**src/rtl/ex_case_pkg.sv**
```systemverilog
// ex_case_pkg
//   Shared definitions for the ex_case burst arbiter slice:
//   - default widths for the datapath address/data/length/response buses
//   - requester id constants (id doubles as the cmd_data MSB tag)
//   - sequencer state encoding
package ex_case_pkg;

  localparam int ADDR_W_DEF    = 8;
  localparam int DATA_W_DEF    = 10;
  localparam int LEN_W_DEF     = 9;
  localparam int RSP_W_DEF     = 8;
  localparam int DRAIN_CYC_DEF = 4;

  localparam logic REQ_ID0 = 1'b0;
  localparam logic REQ_ID1 = 1'b1;

  typedef enum logic [1:0] {
    ST_IDLE  = 2'd0,
    ST_BURST = 2'd1,
    ST_DRAIN = 2'd2
  } state_t;

endpackage

```
**src/rtl/ex_case_rr_arb.sv**
```systemverilog
// ex_case_rr_arb
//   Two-way round-robin pick with the last-grant register.
//   Ports:
//     sclk, rst      clock, asynchronous active-high reset
//     req0, req1     request levels
//     grant_en       parent is able to accept a grant this cycle
//     pick_vld       at least one request present
//     pick_id        winning requester id (valid when pick_vld)
//   last_gnt resets to requester 1 so that requester 0 wins the first tie.
module ex_case_rr_arb
  import ex_case_pkg::*;
(
  input  logic sclk,
  input  logic rst,
  input  logic req0,
  input  logic req1,
  input  logic grant_en,
  output logic pick_vld,
  output logic pick_id
);

  logic last_gnt_reg;

  always_comb begin
    pick_vld = req0 | req1;
    // On a tie the requester that was not served last wins; otherwise the
    // lone requester wins (req1 alone -> id 1, req0 alone -> id 0).
    if (req0 && req1) begin
      pick_id = ~last_gnt_reg;
    end else begin
      pick_id = req1;
    end
  end

  always_ff @(posedge sclk or posedge rst) begin
    if (rst) begin
      last_gnt_reg <= REQ_ID1;
    end else if (grant_en && pick_vld) begin
      last_gnt_reg <= pick_id;
    end
  end

endmodule

```
**src/rtl/ex_case_burst_arb.sv**
```systemverilog
// ex_case_burst_arb
//   Round-robin arbiter and burst sequencer in front of the ex_case lookup
//   datapath. The granted requester's start address and length are latched;
//   an incrementing address/data burst is driven out, responses are counted
//   during the transaction and a one-cycle done pulse closes it.
//   Ports:
//     sclk, rst                          clock, asynchronous active-high reset
//     req0/1, start_addr0/1, len0/1      requester posts (level request)
//     gnt0/1                             requester owns the datapath
//     done0/1                            1-cycle completion pulse
//     cmd_vld, cmd_addr, cmd_data        beat stream to the datapath
//     rsp_dv, rsp_data                   datapath response (data unused)
//     rsp_cnt                            responses in current/last transaction
//     busy                               sequencer not idle
//   Timeline for a grant at edge g with length L (T = L+1+DRAIN_CYC, or
//   DRAIN_CYC for L=0): beats after edges g+1..g+L, done after edge g+T while
//   gnt is still high, gnt drops at edge g+T+1; no grant is taken during the
//   done cycle so there is always at least one idle cycle between bursts.
module ex_case_burst_arb
  import ex_case_pkg::*;
#(
  parameter int ADDR_W    = ADDR_W_DEF,
  parameter int DATA_W    = DATA_W_DEF,
  parameter int LEN_W     = LEN_W_DEF,
  parameter int RSP_W     = RSP_W_DEF,
  parameter int DRAIN_CYC = DRAIN_CYC_DEF
)(
  input  logic              sclk,
  input  logic              rst,
  input  logic              req0,
  input  logic [ADDR_W-1:0] start_addr0,
  input  logic [LEN_W-1:0]  len0,
  output logic              gnt0,
  output logic              done0,
  input  logic              req1,
  input  logic [ADDR_W-1:0] start_addr1,
  input  logic [LEN_W-1:0]  len1,
  output logic              gnt1,
  output logic              done1,
  output logic              cmd_vld,
  output logic [ADDR_W-1:0] cmd_addr,
  output logic [DATA_W-1:0] cmd_data,
  input  logic              rsp_dv,
  input  logic [RSP_W-1:0]  rsp_data,
  output logic [LEN_W-1:0]  rsp_cnt,
  output logic              busy
);

  localparam int DRAIN_W = $clog2(DRAIN_CYC) + 1;

  state_t              state_reg, state_next;
  logic                gnt0_reg, gnt0_next;
  logic                gnt1_reg, gnt1_next;
  logic                done0_reg, done0_next;
  logic                done1_reg, done1_next;
  logic                cmd_vld_reg, cmd_vld_next;
  logic [ADDR_W-1:0]   cmd_addr_reg, cmd_addr_next;
  logic [DATA_W-1:0]   cmd_data_reg, cmd_data_next;
  logic [LEN_W-1:0]    rsp_cnt_reg, rsp_cnt_next;
  logic                busy_reg, busy_next;
  logic                id_reg, id_next;
  logic [ADDR_W-1:0]   addr_reg, addr_next;
  logic [LEN_W-1:0]    len_reg, len_next;
  logic [LEN_W-1:0]    beat_reg, beat_next;
  logic [DRAIN_W-1:0]  drain_reg, drain_next;

  logic                grant_en;
  logic                pick_vld;
  logic                pick_id;
  logic [LEN_W-1:0]    sel_len;
  logic                unused_rsp;

  // Response payload is reserved for a future checksum.
  assign unused_rsp = ^rsp_data;

  // The done cycle is spent in IDLE with gnt still high; block a new grant
  // there so the finishing requester's still-high req is not re-granted.
  assign grant_en = (state_reg == ST_IDLE) && !done0_reg && !done1_reg;
  assign sel_len  = pick_id ? len1 : len0;

  ex_case_rr_arb u_rr_arb (
    .sclk     (sclk),
    .rst      (rst),
    .req0     (req0),
    .req1     (req1),
    .grant_en (grant_en),
    .pick_vld (pick_vld),
    .pick_id  (pick_id)
  );

  always_ff @(posedge sclk or posedge rst) begin
    if (rst) begin
      state_reg <= ST_IDLE;
    end else begin
      state_reg <= state_next;
    end
  end

  always_comb begin
    state_next    = state_reg;
    gnt0_next     = gnt0_reg;
    gnt1_next     = gnt1_reg;
    done0_next    = 1'b0;
    done1_next    = 1'b0;
    cmd_vld_next  = 1'b0;
    cmd_addr_next = '0;
    cmd_data_next = '0;
    busy_next     = busy_reg;
    id_next       = id_reg;
    addr_next     = addr_reg;
    len_next      = len_reg;
    beat_next     = beat_reg;
    drain_next    = drain_reg;
    rsp_cnt_next  = rsp_cnt_reg;

    if (busy_reg && rsp_dv && (rsp_cnt_reg != '1)) begin
      rsp_cnt_next = rsp_cnt_reg + LEN_W'(1);
    end

    unique case (state_reg)
      ST_IDLE: begin
        if (done0_reg || done1_reg) begin
          gnt0_next = 1'b0;
          gnt1_next = 1'b0;
        end else if (pick_vld) begin
          gnt0_next    = (pick_id == REQ_ID0);
          gnt1_next    = (pick_id == REQ_ID1);
          busy_next    = 1'b1;
          id_next      = pick_id;
          addr_next    = pick_id ? start_addr1 : start_addr0;
          len_next     = sel_len;
          beat_next    = '0;
          drain_next   = '0;
          rsp_cnt_next = '0;
          state_next   = (sel_len != '0) ? ST_BURST : ST_DRAIN;
        end
      end
      ST_BURST: begin
        if (beat_reg != len_reg) begin
          cmd_vld_next  = 1'b1;
          cmd_addr_next = addr_reg;
          // {id, zero pad, address}
          cmd_data_next = DATA_W'(addr_reg);
          cmd_data_next[DATA_W-1] = id_reg;
          addr_next     = addr_reg + ADDR_W'(1);
          beat_next     = beat_reg + LEN_W'(1);
        end else begin
          drain_next = '0;
          state_next = ST_DRAIN;
        end
      end
      ST_DRAIN: begin
        if (drain_reg == DRAIN_W'(DRAIN_CYC - 1)) begin
          done0_next = gnt0_reg;
          done1_next = gnt1_reg;
          busy_next  = 1'b0;
          state_next = ST_IDLE;
        end else begin
          drain_next = drain_reg + DRAIN_W'(1);
        end
      end
      default: begin
        state_next = ST_IDLE;
      end
    endcase
  end

  always_ff @(posedge sclk or posedge rst) begin
    if (rst) begin
      gnt0_reg     <= 1'b0;
      gnt1_reg     <= 1'b0;
      done0_reg    <= 1'b0;
      done1_reg    <= 1'b0;
      cmd_vld_reg  <= 1'b0;
      cmd_addr_reg <= '0;
      cmd_data_reg <= '0;
      rsp_cnt_reg  <= '0;
      busy_reg     <= 1'b0;
      id_reg       <= REQ_ID0;
      addr_reg     <= '0;
      len_reg      <= '0;
      beat_reg     <= '0;
      drain_reg    <= '0;
    end else begin
      gnt0_reg     <= gnt0_next;
      gnt1_reg     <= gnt1_next;
      done0_reg    <= done0_next;
      done1_reg    <= done1_next;
      cmd_vld_reg  <= cmd_vld_next;
      cmd_addr_reg <= cmd_addr_next;
      cmd_data_reg <= cmd_data_next;
      rsp_cnt_reg  <= rsp_cnt_next;
      busy_reg     <= busy_next;
      id_reg       <= id_next;
      addr_reg     <= addr_next;
      len_reg      <= len_next;
      beat_reg     <= beat_next;
      drain_reg    <= drain_next;
    end
  end

  assign gnt0     = gnt0_reg;
  assign gnt1     = gnt1_reg;
  assign done0    = done0_reg;
  assign done1    = done1_reg;
  assign cmd_vld  = cmd_vld_reg;
  assign cmd_addr = cmd_addr_reg;
  assign cmd_data = cmd_data_reg;
  assign rsp_cnt  = rsp_cnt_reg;
  assign busy     = busy_reg;

endmodule
```
**config.mk**
```make
export PLATFORM = sky130hd
export DESIGN_NAME = ex_case_burst_arb
export DESIGN_NICKNAME = d
export VERILOG_FILES = /design/src/rtl/ex_case_pkg.sv /design/src/rtl/ex_case_rr_arb.sv /design/src/rtl/ex_case_burst_arb.sv
export SDC_FILE = /design/constraint.sdc
export NUM_CORES = 1
export LEC_CHECK = 0
export BUFFER_PORTS_ARGS = -buffer_cell sky130_fd_sc_hd__buf_2
export CAP_MARGIN = 20
export CORE_ASPECT_RATIO = 0.9
export CORE_MARGIN = 4
export CORE_UTILIZATION = 35
export CTS_BUF_LIST = sky130_fd_sc_hd__clkbuf_16
export CTS_CLUSTER_DIAMETER = 30
export DETAILED_ROUTE_END_ITERATION = 10
export PLACE_DENSITY_LB_ADDON = 0.3
export SLEW_MARGIN = 10
export SYNTH_ARGS = -nofsm -noshare
export SYNTH_HDL_FRONTEND = slang
export SYNTH_HIERARCHICAL = 1
export SYNTH_SLANG_ARGS = --single-unit
```
**constraint.sdc**
```tcl
create_clock -name sclk -period 4.6 [get_ports sclk]
set_input_delay 0.92 -clock sclk [delete_from_list [all_inputs] [get_ports sclk]]
set_output_delay 0.92 -clock sclk [all_outputs]
set_load 0.03 [all_outputs]
```
==> metrics, run 1 <==
status=finished, final reports clean; vias per cell=5.102; number of global-route vias before repair=2302; setup ws final=2064 ps; fin cells=459; GRT Total Usage=0.1389; worst skew pair latency=320 ps; share of layout cells above drive strength 1=0.2778; ys flop type=dfrtp_1; Slew headroom=0.4073; FF+latch count, synth=57; DRT Pass-1 Iters=4; clock transition at the registers of the reported paths=50 ps; register area share after synthesis=0.4864; Yosys cell types=54; htree depth=3; Final Max Tran Viols=0; Rows=31; Num Clock Sinks=57; crit start category=input port; launch point of the worst path=req0; core area=8107 µm²; cts repair resizes=0; DRC=0; # diodes=0; Setup CP Type=input port to flop; final hold vios=0; leakage=0.001675 µW; Setup Fix Bufs, Post-CTS=0; IO Port Bufs=70; CTS buffer count=9; pre-CTS WS=1687 ps; CTS tree=done; Fin Clk Skew=7.943 ps; Crit-path slowest cell=or4b_2; DRT iter0 DRCs=132; Arr. time, crit path=2690 ps; largest net degree at the start of global routing=36; die width=104.5 µm; die height=94.88 µm; RSZ-0062 raised after global routing=false; worst hold path startpoint=len_reg[2]; clk root buf=clkbuf_16; Max rail drop VDD=0.2133 mV; first-pass GRT wire length=10.98 mm; time the worst path needs with I/O delays and setup=2536 ps; WL/cell=14.15 µm; FMAX=0.3944 GHz; Tightest Hold Check Type=flop to flop; setup TNS=0 ps; area grow syn2layout=21.36%; Worst setup EP type=flop; largest fanout on the critical path=22; Top-Level Pins=80; worst r2r src=beat_reg[0]; Least-Margin Pin Slew=889.0 ps; Post-CTS Hold Fix Bufs=0; DRT Wirelength=6.494 mm; DIE AREA=9918 µm²; Worst EP required=4750 ps; power per standard cell area=648.2 nW/µm²; largest stage delay on the critical path=620 ps; Max Cap Viol=0; reg2reg setup slack=2150 ps; synthesized cell area=2935 µm²; Post-Syn Instances=292; Placed Cells=443; final setup violating endpoints=0; via count=2342; syn_nets=345; clock tree buffer depth=2; Initial Util=0.3621; Overflow after GRT=0; Final Core Density=0.4394; Cell Chain, Critical Path=buf_2, a21boi_2, buf_4, or4b_2, o41ai_1, o21ai_0; DP HPWL=4.555 mm; synth warn=6; Post-synth EDFFs=0; FFs w/ async S/R, synth=1.000; Final nets=408; initial antenna violation count=0; Final Wtd Congestion=0.7470; Syn Area/Cell=10.05 µm²; Final Cycle Share=0.5513; Routed Antenna Nets=0
## where the power goes
group          internal (µW)  leakage, µW  switching (µW)
Combinational            340     0.000837             561
Clock                    351     0.000130             212
Sequential               687     0.000707             157
## worst max-delay path, delay by kind of cell
family / cells / cell delay, ps
and+or+nand+nor: 1 / 620
AOI/OAI and AO/OA: 3 / 700
buffers and inverters: 2 / 440
## cell type report
| cell class | count | area (µm²) |
|---|---|---|
| Fill cell | 787 | 4544 |
| Sequential cell | 57 | 1428 |
| Multi-Input combinational cell | 206 | 1354 |
| Timing Repair Buffer | 73 | 372.9 |
| Clock buffer | 9 | 225.2 |
| Tap cell | 99 | 123.9 |
| Inverter | 8 | 30.03 |
| Clock inverter | 7 | 28.78 |
## cell usage after synthesis (6+ instances only)
library cell / instances / area share
xnor2_1: 11 / 0.033
nor2_1: 16 / 0.020
nand2_1: 30 / 0.038
and2_1: 8 / 0.017
inv_1: 7 / 0.0090
and3_1: 8 / 0.017
buf_2: 9 / 0.015
a21oi_1: 10 / 0.017
nand3_1: 21 / 0.036
mux2i_1: 12 / 0.041
ha_1: 6 / 0.026
o21ai_0: 18 / 0.031
dfrtp_1: 56 / 0.48
buf_4: 10 / 0.026
## metrics by stage
step                instance area (µm²)  total power [µW]  hold WS [ps]
finish                             3562              2309         500.3
global route                       3562              2473         519.4
CTS                                3562              2332         503.2
detailed placement                 3308              1760         476.6
global placement                   3308              1736         480.4
floorplan                          2935              1572         457.2
## placed cells by master, fill, tap and decap left out, types with 2 or more instances in the layout
| master | n |
|---|---|
| and2_1 | 8 |
| a31oi_1 | 3 |
| nand2_1 | 30 |
| dfrtp_1 | 56 |
| a21o_1 | 2 |
| a21oi_1 | 10 |
| clkinv_2 | 2 |
| clkbuf_16 | 9 |
| mux2i_1 | 12 |
| mux2_2 | 4 |
| nand4_1 | 3 |
| o22ai_1 | 5 |
| o21ai_0 | 18 |
| inv_1 | 7 |
| o41ai_1 | 2 |
| xnor2_1 | 11 |
| inv_2 | 2 |
| xor2_1 | 5 |
| a2bb2oi_1 | 2 |
| o311ai_0 | 2 |
| o21a_1 | 4 |
| buf_4 | 3 |
| o32ai_1 | 3 |
| clkinv_1 | 4 |
| buf_2 | 70 |
| ha_1 | 6 |
| nor4_1 | 2 |
| nor2b_1 | 3 |
| or3_1 | 3 |
| and3_1 | 8 |
| nor2_1 | 16 |
| nand3_1 | 21 |
## final timing paths
kind                                               to  depth (start not counted)
max in group asynchronous                 beat_reg[0]                          3
worst max-delay path                     state_reg[0]                          6
min in group asynchronous       u_rr_arb/last_gnt_reg                          2
worst min-delay path                       len_reg[2]                          2
worst max register to register            addr_reg[1]                          5
worst min register to register             len_reg[2]                          2
## routing by layer
layer	track usage	routed length, µm	part of all wire	up-vias
li1	-	-	-	1165
met1	0.1750	3036	0.47	1102
met2	0.2215	2985	0.46	73
met3	0.05810	453	0.070	2
met4	0.03654	19	0.0029	0
met5	0	0	0	-
## cell families after synthesis
| group | count (synthesis) | synth area share |
|---|---|---|
| adder cells (fa/ha/maj) | 6 | 0.02557 |
| buffers and inverters | 29 | 0.05371 |
| XOR/XNOR | 16 | 0.04774 |
| other | 1 | 0.001278 |
| AND/OR/NAND/NOR | 106 | 0.1846 |
| flip-flops | 57 | 0.4864 |
| AO/OA/AOI/OAI | 61 | 0.1445 |
| multiplexers | 16 | 0.05627 |
(Power assumes the default switching activity.)
==> inputs of run 2 (changes only) <==
- ABC_AREA: not set -> 1
- clock period: 4.6 -> 2.3 ns (I/O delays scaled with it)
==> metrics, run 2 <==
# diodes=0; Arr. time, crit path=2200 ps; Setup CP Type=flop to flop; htree depth=3; Synth top cells by count=nand2_1, dfrtp_1, nor2_1; largest area contributor in the netlist=dfrtp_1; initial antenna violation count=0; CP dominant cell by count=nand2_1; most frequent cells in the layout=nand2_1, buf_2, dfrtp_1; register area=1428 µm²; Final Cycle Share=0.8472; final hold vios=0; DRT iter0 DRCs=67; share of layout cells above drive strength 1=0.2189; M1 wire length=3.139 mm; reg2reg setup slack=350 ps; wire length on met2=3.548 mm; Worst setup EP type=flop; clock transition at the registers of the reported paths=50 ps; worst r2r src=rsp_cnt[0]; Num Clock Sinks=57; synth warn=6; Routed Antenna Nets=0; Initial Util=0.3650; largest net degree at the start of global routing=57; Crit-path slowest cell=dfrtp_1; cts repair resizes=0; Critical path buffers and inverters=1; multiplexer share of the synthesized area=0; DIE AREA=10690 µm²; GRT Total Usage=0.1428; CP top delay family=simple AND/OR/NAND/NOR gates; area post-placement=3572 µm²; Final nets=523; share of the synthesized area in the top cell type=0.4399; crit start category=flop; Final Wtd Congestion=0.7940; setup TNS=0 ps; DP HPWL=5.211 mm; dominant cells by area after synthesis=dfrtp_1, nand2_1, nor2_1; largest fanout on the critical path=7; Max rail drop VDD=0.5149 mV; CTS tree=done; Setup Fix Bufs, Post-CTS=0; DRC=0; core area=8728 µm²; DR top layer=met4; Fin Hold WS=145.3 ps; fillers=906; worst skew pair latency=320 ps; met3 WL=364 µm; Compound-Gate Fraction of Synth Area=0.09152; worst reg-to-reg path cell count=13; die width=108.6 µm; syn_nets=459; Post-Syn Instances=406; vias per cell=4.630; largest stage delay on the critical path=400 ps; leakage=0.002059 µW; Post-CTS Hold Fix Bufs=0; clock tree buffer depth=2; time the worst path needs with I/O delays and setup=1949 ps; RSZ-0062 raised after global routing=false; Overflow after GRT=0; WL/cell=12.08 µm; Final Max Tran Viols=0; via count=2750; Cell Chain, Critical Path=ha_1, nand2_1, nor4_1, ha_1, inv_1, nand3_2, nor3_2, nand2_1, nor2_1, nand2_1, nand2_1, nand2_1, nor2_1; Syn Area/Cell=7.846 µm²; Tightest Hold Check Type=input port to asynchronous set/reset pin; FFs w/ async S/R, synth=1.000; DRT Wirelength=7.173 mm; Top-Level Pins=80; ys flop type=dfrtp_1; DRT Pass-1 Iters=4; FF+latch count, synth=57; worst r2r dst=rsp_cnt[7]; IO Port Bufs=70; first-pass GRT wire length=12.16 mm; top-count cell post-synth=nand2_1; die height=98.51 µm; power per standard cell area=1296 nW/µm²; Final Cell Area=3851 µm²; Post-synth EDFFs=0; Rows=32; Max Cap Viol=0; post-synthesis xor/xnor area fraction=0.03574; simple-gate area share of the yosys netlist=0.2930; clk root buf=clkbuf_16; Fin Clk Skew=7.271 ps; synthesized cell area=3186 µm²; Yosys cell types=37; FMAX=0.5132 GHz; most common cell after layout, fill and taps aside=nand2_1; CTS buffer count=9; largest family of logic cells by synthesized area=simple AND/OR/NAND/NOR gates; number of global-route vias before repair=2706; area grow syn2layout=20.90%; register area share after synthesis=0.4482; Worst EP required=2550 ps; area occupied by multi-input gates=1418 µm²; Synth Area in Adders=0.02357; final setup violating endpoints=0; status=finished, final reports clean
## run 2: cell types whose count changed in the layout (fill, tap and decap cells not counted), moves of 8 or more
| cell | delta |
|---|---|
| and2_1 | -8 |
| nand3_1 | +8 |
| nor2_1 | +34 |
| mux2i_1 | -12 |
| nand2_1 | +74 |
| inv_1 | +35 |
| o21ai_1 | +19 |
## run 2: routing by layer
| metal | vias to the layer above | GRT usage |
|---|---|---|
| li1 | 1410 | - |
| met2 | 55 | 0.2437 |
| met1 | 1275 | 0.1719 |
| met4 | 0 | 0.04272 |
| met3 | 10 | 0.04453 |
| met5 | - | 0 |
## run 2: worst reg2reg max path: stages, from the launching register on
cell,delay (ps)
dfrtp_1,400
ha_1,220
nand2_1,100
nor4_1,60
ha_1,170
inv_1,60
nand3_2,120
nor3_2,220
nand2_1,90
nor2_1,160
nand2_1,90
nand2_1,60
nand2_1,40
nor2_1,90
## run 2: worst max path at each step
stage	slack, ps	to	cells past startpoint	startpoint
after global placement	320	state_reg[0]	10	req1
after CTS	350	rsp_cnt[7]	13	rsp_cnt[0]
final	350	rsp_cnt[7]	13	rsp_cnt[0]
after global routing	160	rsp_cnt[7]	13	rsp_cnt[1]
after detailed placement	260	state_reg[0]	10	req1
after floorplan	420	rsp_cnt[7]	12	rsp_cnt[0]
## run 2: final cells by class
class / instances / area share
clock buffers: 9 / 0.05848
well taps: 119 / 0.03866
inverters: 44 / 0.04288
flip-flops and latches: 57 / 0.3707
repair buffers: 75 / 0.1072
clock inverters: 7 / 0.01397
multi-input cells: 283 / 0.3681
## run 2: where the power goes
part	internal (µW)	switching, µW
logic	690	1450
registers	1350	252
clock network	814	426
total	2860	2130
## run 2: kinds of logic (layout without fill, tap and decap cells)
family / Yosys count / after routing
and+or+nand+nor: 209 / 209
buffers and inverters: 66 / 135
DFF: 57 / 57
AOI/OAI and AO/OA: 54 / 54
xor gates and xnor gates: 13 / 13
adders and majority gates: 6 / 6
other: 1 / 1
## run 2: metrics by stage
step / total power, µW / utilization / cells / setup WS, ps
global placement: 3749 / 0.4093 / 578 / 315.3
detailed placement: 3779 / 0.4093 / 578 / 259.4
global route: 5367 / 0.4412 / 594 / 158.7
CTS: 5039 / 0.4412 / 594 / 353.3
floorplan: 3375 / - / 406 / 415.2
finish: 4990 / 0.4412 / 594 / 351.4
==> inputs of run 3 (changes only) <==
- clock period: 2.3 -> 1.94 ns (I/O delays scaled with it)
==> metrics, run 3 (same netlist as run 2, synthesis figures left out) <==
Worst EP required=2190 ps; htree depth=3; clk root buf=clkbuf_16; Max Cap Viol=0; first-pass GRT wire length=12.47 mm; Arr. time, crit path=2090 ps; Max rail drop VDD=0.8035 mV; share of layout cells above drive strength 1=0.2541; vias per cell=4.602; Num Clock Sinks=57; CTS buffer count=9; Top-Level Pins=80; Final Cell Area=3956 µm²; Setup CP Type=flop to flop; number of global-route vias before repair=2705; gr busiest metal=met2; crit start category=flop; setup TNS=0 ps; # diodes=0; worst r2r dst=rsp_cnt[7]; Rows=32; DRT iter0 DRCs=100; final setup violating endpoints=0; most frequent cells in the layout=nand2_1, buf_2, dfrtp_1; RSZ-0062 raised after global routing=true; register area=1428 µm²; DRC=0; clock tree buffer depth=2; Worst setup EP type=flop; worst r2r src=rsp_cnt[1]; leakage=0.002102 µW; WL/cell=12.14 µm; die width=108.6 µm; initial antenna violation count=0; met3 Use GR=0.04977; area post-placement=3610 µm²; Tightest Hold Check Type=input port to asynchronous set/reset pin; most common cell after layout, fill and taps aside=nand2_1; Final Max Tran Viols=0; IO Port Bufs=70; grt met2 use=0.2523; Overflow after GRT=0; power per standard cell area=1528 nW/µm²; Final Wtd Congestion=0.8290; Routed Antenna Nets=0; Initial Util=0.3650; Fin Clk Skew=4.067 ps; DIE AREA=10690 µm²; reg2reg setup slack=100 ps; fillers=905; Final Core Density=0.4533; DRT Pass-1 Iters=4; largest fanout on the critical path=3; time the worst path needs with I/O delays and setup=1836 ps; final hold vios=0; core area=8728 µm²; DP HPWL=5.291 mm; DRT Wirelength=7.318 mm; Final Power=6044 µW; area grow syn2layout=24.19%; GRT Total Usage=0.1471; area occupied by multi-input gates=1448 µm²; via count=2775; status=finished, final reports clean; Global Route met1 Usage=0.1789; die height=98.51 µm; FMAX=0.5447 GHz; Final nets=532; Final Cycle Share=0.9462; clock transition at the registers of the reported paths=50 ps; largest net degree at the start of global routing=37; worst reg-to-reg path cell count=13; worst skew pair latency=320 ps; CTS tree=done
## run 3: changes by cell type in the layout (fill, tap and decap cells not counted), sizes merged
cell	before	now
buf	75	84
inv	46	44
clkinvlp	0	1
clkinv	4	5
## run 3: final cells by class
cell class	count	area share
clock buffer	9	0.05693
clock inverter	7	0.01550
inverter	44	0.04175
multi-input combinational	283	0.3659
sequential	57	0.3608
tap	119	0.03763
timing repair buffer	84	0.1214
## run 3: where the power goes
part	internal [µW]	total [µW]	switching, µW	leakage, µW
sequential	1610	1910	305	0.000735
combinational	886	2640	1750	0.00122
clock	977	1490	518	0.000142
## run 3: timing repair
| item | CTS | global route |
|---|---|---|
| hold buffers | 0 | 0 |
| gates resized for setup | 0 | 8 |
| buffers inserted | 0 | 4 |
| endpoints found under the setup margin | 0 | 4 |
## run 3: worst max path at each step
stage	start	endpoint	slack [ps]	cells after the start
global placement	req0	state_reg[0]	80	10
finish	rsp_cnt[1]	rsp_cnt[7]	100	13
CTS	rsp_cnt[0]	rsp_cnt[7]	100	13
floorplan	rsp_cnt[0]	rsp_cnt[7]	60	12
detailed placement	req0	state_reg[0]	80	10
global route	rsp_cnt[1]	rsp_cnt[7]	-120	13
## run 3: metal layers
metal / vias to the layer above / share of wire
met5: - / 0
met4: 0 / 0.011
met3: 8 / 0.047
met2: 58 / 0.50
met1: 1283 / 0.44
li1: 1426 / -
## run 3: worst max-delay path: stages (launching register included)
cell	delay [ps]
dfrtp_1	390
ha_2	200
nand2_2	80
nor4_2	50
ha_2	180
inv_2	60
nand3_4	80
nor3_4	190
nand2_1	90
nor2_2	140
nand2_1	90
nand2_1	70
nand2_1	50
nor2_1	100
## run 3: stage by stage
stage                     worst slack, ps  hold WS [ps]  cells
after floorplan                     55.21         277.7    406
after global placement              80.64         401.6    583
after detailed placement            80.82         408.0    583
after CTS                           96.12         66.55    599
after global routing               -121.2         79.99    603
final                               104.3         72.35    603
